### src/rtl/mc_pkg.sv
// Shared opcodes, ALU codes and FSM state encodings for the multicycle control path.
package mc_pkg;

  localparam logic [5:0] OP_RTYPE = 6'b100000;
  localparam logic [5:0] OP_LI    = 6'b111000;
  localparam logic [5:0] OP_LUI   = 6'b111001;
  localparam logic [5:0] OP_ADDI  = 6'b110000;
  localparam logic [5:0] OP_ANDI  = 6'b110010;
  localparam logic [5:0] OP_ORI   = 6'b110011;
  localparam logic [5:0] OP_LW    = 6'b001111;
  localparam logic [5:0] OP_SW    = 6'b011111;
  localparam logic [5:0] OP_B     = 6'b111111;
  localparam logic [5:0] OP_BEQ   = 6'b000000;
  localparam logic [5:0] OP_BNE   = 6'b000001;

  localparam logic [3:0] ALU_ADD = 4'b0000;
  localparam logic [3:0] ALU_SUB = 4'b0001;
  localparam logic [3:0] ALU_AND = 4'b0010;
  localparam logic [3:0] ALU_OR  = 4'b0011;

  localparam logic [3:0] S_FETCH  = 4'd0;
  localparam logic [3:0] S_DECODE = 4'd1;
  localparam logic [3:0] S_EXEC_R = 4'd2;
  localparam logic [3:0] S_EXEC_I = 4'd3;
  localparam logic [3:0] S_EXEC_M = 4'd4;
  localparam logic [3:0] S_MEM_RD = 4'd5;
  localparam logic [3:0] S_MEM_WR = 4'd6;
  localparam logic [3:0] S_WB_ALU = 4'd7;
  localparam logic [3:0] S_WB_MEM = 4'd8;
  localparam logic [3:0] S_BRANCH = 4'd9;
  localparam logic [3:0] S_ERR    = 4'd10;

  function automatic logic is_itype(input logic [5:0] op);
    return (op == OP_LI) || (op == OP_LUI) || (op == OP_ADDI) ||
           (op == OP_ANDI) || (op == OP_ORI);
  endfunction

  function automatic logic [3:0] itype_alu(input logic [5:0] op);
    case (op)
      OP_ANDI: return ALU_AND;
      OP_ORI:  return ALU_OR;
      default: return ALU_ADD;
    endcase
  endfunction

endpackage

### src/rtl/mc_ack_timer.sv
// Counts cycles spent waiting for a data-memory ack; expired marks the last allowed cycle.
module mc_ack_timer #(
  parameter int ACK_TIMEOUT = 16,
  parameter int TO_W        = 5
) (
  input  logic Clk,
  input  logic Reset,
  input  logic clear,
  input  logic enable,
  output logic expired
);

  logic [TO_W-1:0] cnt;

  always_ff @(posedge Clk or posedge Reset) begin
    if (Reset)       cnt <= '0;
    else if (clear)  cnt <= '0;
    else if (enable) cnt <= cnt + TO_W'(1);
  end

  assign expired = (cnt == TO_W'(ACK_TIMEOUT - 1));

endmodule

### src/rtl/mc_control.sv
// Multicycle control FSM for fetch/decode/exec/mem/writeback sequencing.
// Optional MC_CONTROL_PERF_EN adds cycle and retired-instruction counters.
module mc_control
  import mc_pkg::*;
#(
  parameter int ACK_TIMEOUT = 16,
  parameter int TO_W        = 5
) (
  input  logic       Clk,
  input  logic       Reset,
  input  logic [5:0] Opcode,
  input  logic [5:0] Func,
  input  logic       Zero,
  input  logic       Mem_Ack,
  output logic       PC_sel,
  output logic       PC_LdEn,
  output logic       IR_LdEn,
  output logic       RF_WrEn,
  output logic       RF_B_sel,
  output logic       RF_WrData_sel,
  output logic       ALU_Bin_sel,
  output logic [3:0] ALU_func,
  output logic       Mem_RdEn,
  output logic       Mem_WrEn,
  output logic       Err
`ifdef MC_CONTROL_PERF_EN
  ,
  output logic [31:0] Cycle_Cnt,
  output logic [31:0] Instr_Cnt
`endif
);

  logic [3:0] state, state_nxt;
  logic       in_mem, expired;
  logic       func_unused;

  assign func_unused = ^Func[5:4];
  assign in_mem      = (state == S_MEM_RD) || (state == S_MEM_WR);

  mc_ack_timer #(.ACK_TIMEOUT(ACK_TIMEOUT), .TO_W(TO_W)) u_timer (
    .Clk     (Clk),
    .Reset   (Reset),
    .clear   (~in_mem | Mem_Ack),
    .enable  (in_mem & ~Mem_Ack),
    .expired (expired)
  );

  always_ff @(posedge Clk or posedge Reset) begin
    if (Reset) state <= S_FETCH;
    else       state <= state_nxt;
  end

  always_comb begin
    state_nxt = state;
    case (state)
      S_FETCH:  state_nxt = S_DECODE;
      S_DECODE: begin
        if (Opcode == OP_RTYPE)                     state_nxt = S_EXEC_R;
        else if (is_itype(Opcode))                  state_nxt = S_EXEC_I;
        else if (Opcode == OP_LW || Opcode == OP_SW) state_nxt = S_EXEC_M;
        else if (Opcode == OP_B || Opcode == OP_BEQ || Opcode == OP_BNE)
                                                    state_nxt = S_BRANCH;
        else                                        state_nxt = S_ERR;
      end
      S_EXEC_R, S_EXEC_I: state_nxt = S_WB_ALU;
      S_EXEC_M: state_nxt = (Opcode == OP_LW) ? S_MEM_RD : S_MEM_WR;
      S_MEM_RD: begin
        if (Mem_Ack)      state_nxt = S_WB_MEM;
        else if (expired) state_nxt = S_ERR;
      end
      S_MEM_WR: begin
        if (Mem_Ack)      state_nxt = S_FETCH;
        else if (expired) state_nxt = S_ERR;
      end
      S_WB_ALU, S_WB_MEM, S_BRANCH: state_nxt = S_FETCH;
      S_ERR:    state_nxt = S_ERR;
      default:  state_nxt = S_ERR;
    endcase
  end

  // Reset state is FETCH, so gate its IR load to keep every enable low while Reset is held.
  assign IR_LdEn = (state == S_FETCH) & ~Reset;
  assign Err     = (state == S_ERR);

  always_comb begin
    PC_sel        = 1'b0;
    PC_LdEn       = 1'b0;
    RF_WrEn       = 1'b0;
    RF_B_sel      = 1'b0;
    RF_WrData_sel = 1'b0;
    ALU_Bin_sel   = 1'b0;
    ALU_func      = ALU_ADD;
    Mem_RdEn      = 1'b0;
    Mem_WrEn      = 1'b0;
    case (state)
      S_DECODE: RF_B_sel = is_itype(Opcode) || (Opcode == OP_SW);
      S_EXEC_R: ALU_func = Func[3:0];
      S_EXEC_I: begin
        ALU_Bin_sel = 1'b1;
        ALU_func    = itype_alu(Opcode);
      end
      S_EXEC_M: ALU_Bin_sel = 1'b1;
      S_MEM_RD: Mem_RdEn = 1'b1;
      // A store retires in its ack cycle, so the PC load rides on Mem_Ack.
      S_MEM_WR: begin
        Mem_WrEn = 1'b1;
        PC_LdEn  = Mem_Ack;
      end
      S_WB_ALU: begin
        RF_WrEn = 1'b1;
        PC_LdEn = 1'b1;
      end
      S_WB_MEM: begin
        RF_WrEn       = 1'b1;
        RF_WrData_sel = 1'b1;
        PC_LdEn       = 1'b1;
      end
      S_BRANCH: begin
        ALU_func = ALU_SUB;
        PC_LdEn  = 1'b1;
        PC_sel   = (Opcode == OP_B) || ((Opcode == OP_BEQ) && Zero) ||
                   ((Opcode == OP_BNE) && !Zero);
      end
      default: ;
    endcase
  end

`ifdef MC_CONTROL_PERF_EN
  always_ff @(posedge Clk or posedge Reset) begin
    if (Reset) begin
      Cycle_Cnt <= '0;
      Instr_Cnt <= '0;
    end else begin
      if (state != S_ERR) Cycle_Cnt <= Cycle_Cnt + 32'd1;
      if (PC_LdEn)        Instr_Cnt <= Instr_Cnt + 32'd1;
    end
  end
`endif

endmodule

### config.mk
export PLATFORM = sky130hd
export DESIGN_NAME = mc_control
export DESIGN_NICKNAME = d
export VERILOG_FILES = /design/src/rtl/mc_pkg.sv /design/src/rtl/mc_ack_timer.sv /design/src/rtl/mc_control.sv
export SDC_FILE = /design/constraint.sdc
export NUM_CORES = 1
export LEC_CHECK = 0
export ABC_AREA = 1
export CAP_MARGIN = 10
export CORE_AREA = 2 2 47 49
export DETAILED_ROUTE_END_ITERATION = 12
export DIE_AREA = 0 0 49 51
export PLACE_DENSITY = 0.76
export SYNTH_ARGS = -nofsm -noshare
export SYNTH_HDL_FRONTEND = slang
export SYNTH_SLANG_ARGS = --single-unit
### constraint.sdc
create_clock -name Clk -period 1.7 [get_ports Clk]
set_input_delay 0.425 -clock Clk [delete_from_list [all_inputs] [get_ports Clk]]
set_output_delay 0.425 -clock Clk [all_outputs]
set_load 0.05 [all_outputs]
; ---- Yosys cells after proc, flatten, opt, wreduce, memory -nomap -nowiden
; Index checks and enable logic that the tools add are counted.
; W data, S select, Z words.
[word_totals]
latchBits = 0
ramBits = 0
out_inout_bits = 14
in_bits = 16
mem_bits_ro = 0
wordCells = 72
memories = 0
regBits = 9
[op_classes]
order_cmp = 0
div_mod_pow = 0
multipliers = 0
n_reduce_logical = 21
n_shift = 0
addsub = 1
n_mux = 21
bitwise = 6
eq_ne = 21
[ops]
columns = cell, count
row1 = $eq A6 B6 Y1 const B, 7
row2 = $pmux W4 S7, 1
row3 = $mux W4, 6
row4 = $eq A4 B3 Y1 const B, 4
row5 = $eq A4 B4 Y1 const B, 3
row6 = $pmux W4 S3, 1
row7 = $logic_or A1 B1 Y1, 11
row8 = $mux W5, 2
row9 = $eq A4 B2 Y1 const B, 2
row10 = $mux W1, 7
row11 = $eq A6 B1 Y1 const B, 1
row12 = $eq A6 B4 Y1 const B, 1
row13 = $eq A6 B5 Y1 const B, 1
row14 = $logic_not A6 Y1, 1
row15 = $reduce_or A2 Y1, 3
row16 = $add A5 B1 Y5 const B, 1
row17 = $eq A5 B4 Y1 const B, 1
row18 = $eq A4 B1 Y1 const B, 1
row19 = $logic_not A4 Y1, 1
row20 = $mux W2, 2
row21 = $pmux W2 S2, 1
row22 = $not A1 Y1, 3
row23 = $reduce_or A3 Y1, 1
row24 = $and A1 B1 Y1, 2
row25 = 5 further kinds, 6

; ---- Depth between registers and ports, before layout
[logic_depth]
ltp_word = 8
depth_mapped = 8
ltp_nobuf = 8

; ---- Hierarchy
; A second synthesis with hierarchy kept.
[hier_totals]
hier_cells = 138
area_unflattened_um2 = 847.1
[by_module_without_submodules]
columns = module, cells_each, area_each_um2, seq_area_each_um2, n_inst
row1 = mc_control, 106, 579.3, 100.1, 1
row2 = mc_ack_timer, 32, 267.8, 125.1, 1

; ---- Worst setup path before layout
; OpenSTA, ideal clock, no wires.
[synth_path]
kind = flip-flop to output port
from = reg state[1]
to = out PC_LdEn
required_time_ns = 1.275
arrival_ns = 2.043
path_buffers = 0
stages_incl_launch_ff = 6
slack_ns = -0.768
cell_sequence = dfrtp_1 nor2_2 inv_2 o22ai_1 nor2_1 o21ai_0
[synth_via]
elab_chain_len = 3
word_cells_on_any_way = 6
cone_classes = eq/ne (4) / mux (1) / reduce/logical (1)
[synth_lines]
columns = element, line
row1 = start: declaration, mc_control.sv:33  ; logic [3:0] state, state_nxt;
row2 = start signal: assignment, mc_control.sv:50  ; else state <= state_nxt;
row3 = $eq A4 B3 Y1 or $eq A4 B4 Y1 (tied branches), mc_control.sv:95  ; case (state)
row4 = $reduce_or A3 Y1 (no source line), n/a
row5 = $pmux W1 S2 (*), mc_control.sv:95
row6 = end: declaration, mc_control.sv:16  ; output logic PC_LdEn,
; Mark *: on every way between the ends. The rest lies on a longest branch, timed or not.

; ---- Final worst setup path
[layout_path]
from = reg state[2]
to = out RF_B_sel
[layout_via]
elab_chain_len = 2
[layout_lines]
columns = element, line
row1 = $eq A4 B1 Y1, mc_control.sv:95
row2 = $mux W1, mc_control.sv:95
row3 = end: declaration, mc_control.sv:19  ; output logic RF_B_sel,
; Every way passes these cells.

==> impl_metrics.ini <==
[run_status]
status = complete, but fails checks
violations = setup timing

[setup_path]
crit_fanout = 4
slowest_delay_ns = 0.47
arrival_ns = 1.48
end_kind = output pin
worstPathCellList = nor2_4 > inv_2 > nor2_4 > o21ai_1 > inv_1 > buf_12
cpLargestDelayFamily = flip-flops
cp-start-kind = register
crit_top_cell = nor2_4
r2r_slack_ns = 0.13
reg2regPathDepth = 7
cp.required_ns = 1.27
r2r_end = state[2]
critPathKind = register to output pin
critPathBufInv = 3
r2r-start = u_timer.cnt[0]
cp_slowest_cell = dfrtp_2

[timing]
hold_viol_final = 0
fmaxAchievable_mhz = 524
slew_headroom_pct = 77.0
timing.hold.ws_ns = 0.480
worst_pin_slew_ns = 0.344
period_needed_ns = 1.91
post-route-period-util_pct = 112
final_max_slew_viol_count = 0
layout_setup_ws_ns = -0.210
finalSetupTns_ns = -1.77
finalSetupViolations = 13
fin_skew_ns = 0.00536
rsz0062_at_grt = true

[floorplanning]
die_w_um = 49
boundaryPins = 30
die-height_um = 51
die-area_um2 = 2500
rows = 17
core_area_um2 = 2060
start_util_pct = 40.1

[synth]
syn-cell-area_um2 = 828
syn_nets = 141
seq_area_frac_synth_pct = 27.2
yosysWarnings = 0
synth_area_leaders = dfrtp_1 27%, inv_1 8.2%, nor2_1 7.7%, nand2_1 6.8%, nor2_2 6.8%
synthFlopType = dfrtp_1
syn_avg_cell_area_um2 = 6.73
synthArstFlopShare_pct = 100
synth_edf_count = 0
synth_cell_types = 26
synthCells = 123
yosys.area.top_type = dfrtp_1
synth_top_area_share_pct = 27.2
synth_seq_cells = 9

[drt]
drtIter0Drc = 29
routed_via_density = 5.09
ant_nets = 0
wl_per_cell_um = 15.9
vias = 1129
drc = 0
first_pass_iters = 4
wl_um = 3520

[cts]
root_buffer = clkbuf_4
clk_pin_slew_worst_paths_ns = 0.07
clock_path_buffers = 2
cts.sinks = 9
clk_latency_ns = 0.27
h-tree-depth = 1
ctsHoldBuffers = 0
cts_tree = yes
cts-buffers-inserted = 3

[grt]
gr-total-overflow = 0
grt_pass1_vias = 1190
grt_antenna_before_repair = 0
grt_pass1_wl_um = 5280
grt_max_degree = 10
grt_usage_pct = 28.2

[power_and_ir_drop]
peakVddDrop_v = 0.000279
p_clk_share_pct = 35.8
p_int_uw = 358
fin_total_pwr_uw = 496
power.leakage_nw = 0.825
p_seq_share_pct = 43.1
combPwrFrac_pct = 21.0
power_density_nw_per_um2 = 285
switchingPower_uw = 138
switching_share_pct = 27.8

[placed_design]
portBuffers = 27
dp_hpwl_um = 1900
gp_congestion = 0.898
placed_cells = 192

[cells_and_area]
layout_commonest_cell = buf_4
fin_util_pct = 84.4
layout-drive-gt1-share_pct = 63.9
final_cell_mix = 38 x buf_4, 17 x nor2_4, 14 x inv_1, 14 x buf_12, 11 x inv_2
antennaDiodeCount = 0
fillers = 121
final_nets = 213
final-instance-count-excl-fill = 222
area_growth_pct = 110

[hold_path]
hp-class = register to register
worstHoldStart = u_timer.cnt[0]
hold_end = u_timer.cnt[0]
worst_hold_path.num_cells = 1

[job]
maxCapViolCount = 0
[power by group through the flow]
stage / clock [mW] / combinational [mW] / sequential, mW
after floorplan: 0 / 0.0266 / 0.218
after global placement: 0 / 0.0780 / 0.218
after detailed placement: 0 / 0.0804 / 0.218
after CTS: 0.172 / 0.0940 / 0.214
after global routing: 0.186 / 0.111 / 0.214
final: 0.178 / 0.104 / 0.214
[through the flow]
stage / cell area [um^2] / worst slack (ns)
global route: 1740 / -0.254
finish: 1740 / -0.210
CTS: 1680 / -0.135
detailed placement: 1420 / -0.396
floorplan: 867 / -0.169
global placement: 1420 / -0.379
[sequential cells by signal, indices dropped and copies added, names as in the netlist]
name	cells
state	4
u_timer.cnt	5
[cells in the mapped netlist (3+ instances only)]
| library cell | number |
|---|---|
| nand2_2 | 6 |
| nand3_1 | 10 |
| inv_2 | 9 |
| nor2_4 | 4 |
| nand4_1 | 4 |
| nor2_1 | 17 |
| nor3_1 | 3 |
| dfrtp_1 | 9 |
| inv_1 | 18 |
| nand2_1 | 15 |
| nor2_2 | 9 |
[final cells by class]
| type | instances | area, um^2 | area share, % |
|---|---|---|---|
| multi-input combinational | 87 | 653 | 37.5 |
| inverter | 27 | 106 | 6.11 |
| clock buffer | 4 | 26.3 | 1.51 |
| sequential | 9 | 230 | 13.2 |
| tap | 28 | 35.0 | 2.01 |
| timing repair buffer | 67 | 689 | 39.6 |
[kinds of logic after synthesis]
| logic type | count (synthesis) | synth area share (%) |
|---|---|---|
| buffers and inverters | 27 | 12.2 |
| adder cells (fa/ha/maj) | 2 | 3.02 |
| XOR/XNOR | 2 | 2.12 |
| flip-flops | 9 | 27.2 |
| AND/OR/NAND/NOR | 71 | 46.1 |
| AO/OA/AOI/OAI | 12 | 9.37 |
[worst max path at each step]
stage                     startpoint     endpoint  slack, ns  cells past startpoint
after detailed placement   Opcode[1]       PC_sel      -0.40                      6
after CTS                   state[3]  ALU_func[0]      -0.13                      6
after floorplan             state[0]      PC_LdEn      -0.17                      5
after global placement     Opcode[1]       PC_sel      -0.38                      6
final                       state[2]     RF_B_sel      -0.21                      6
after global routing        state[2]     RF_B_sel      -0.25                      6
[metal layers]
metal  vias up  share of wire [%]  GRT usage (%)
met4         0                3.3           12.4
met1       531                 36           27.8
met5         -                  0              0
met3        13                4.5           2.34
li1        532                  -              -
met2        53                 56           59.1
[what timing repair did]
| item | 4_1_cts | 5_1_grt |
|---|---|---|
| endpoints found under the setup margin | 14 | 17 |
| setup buffers | 21 | 5 |
| gates cloned | 0 | 0 |
| pin swaps | 10 | 7 |
| gates resized for setup | 50 | 13 |
| endpoints found under the hold margin | 0 | 0 |
Power figures use the tool's default switching activity.
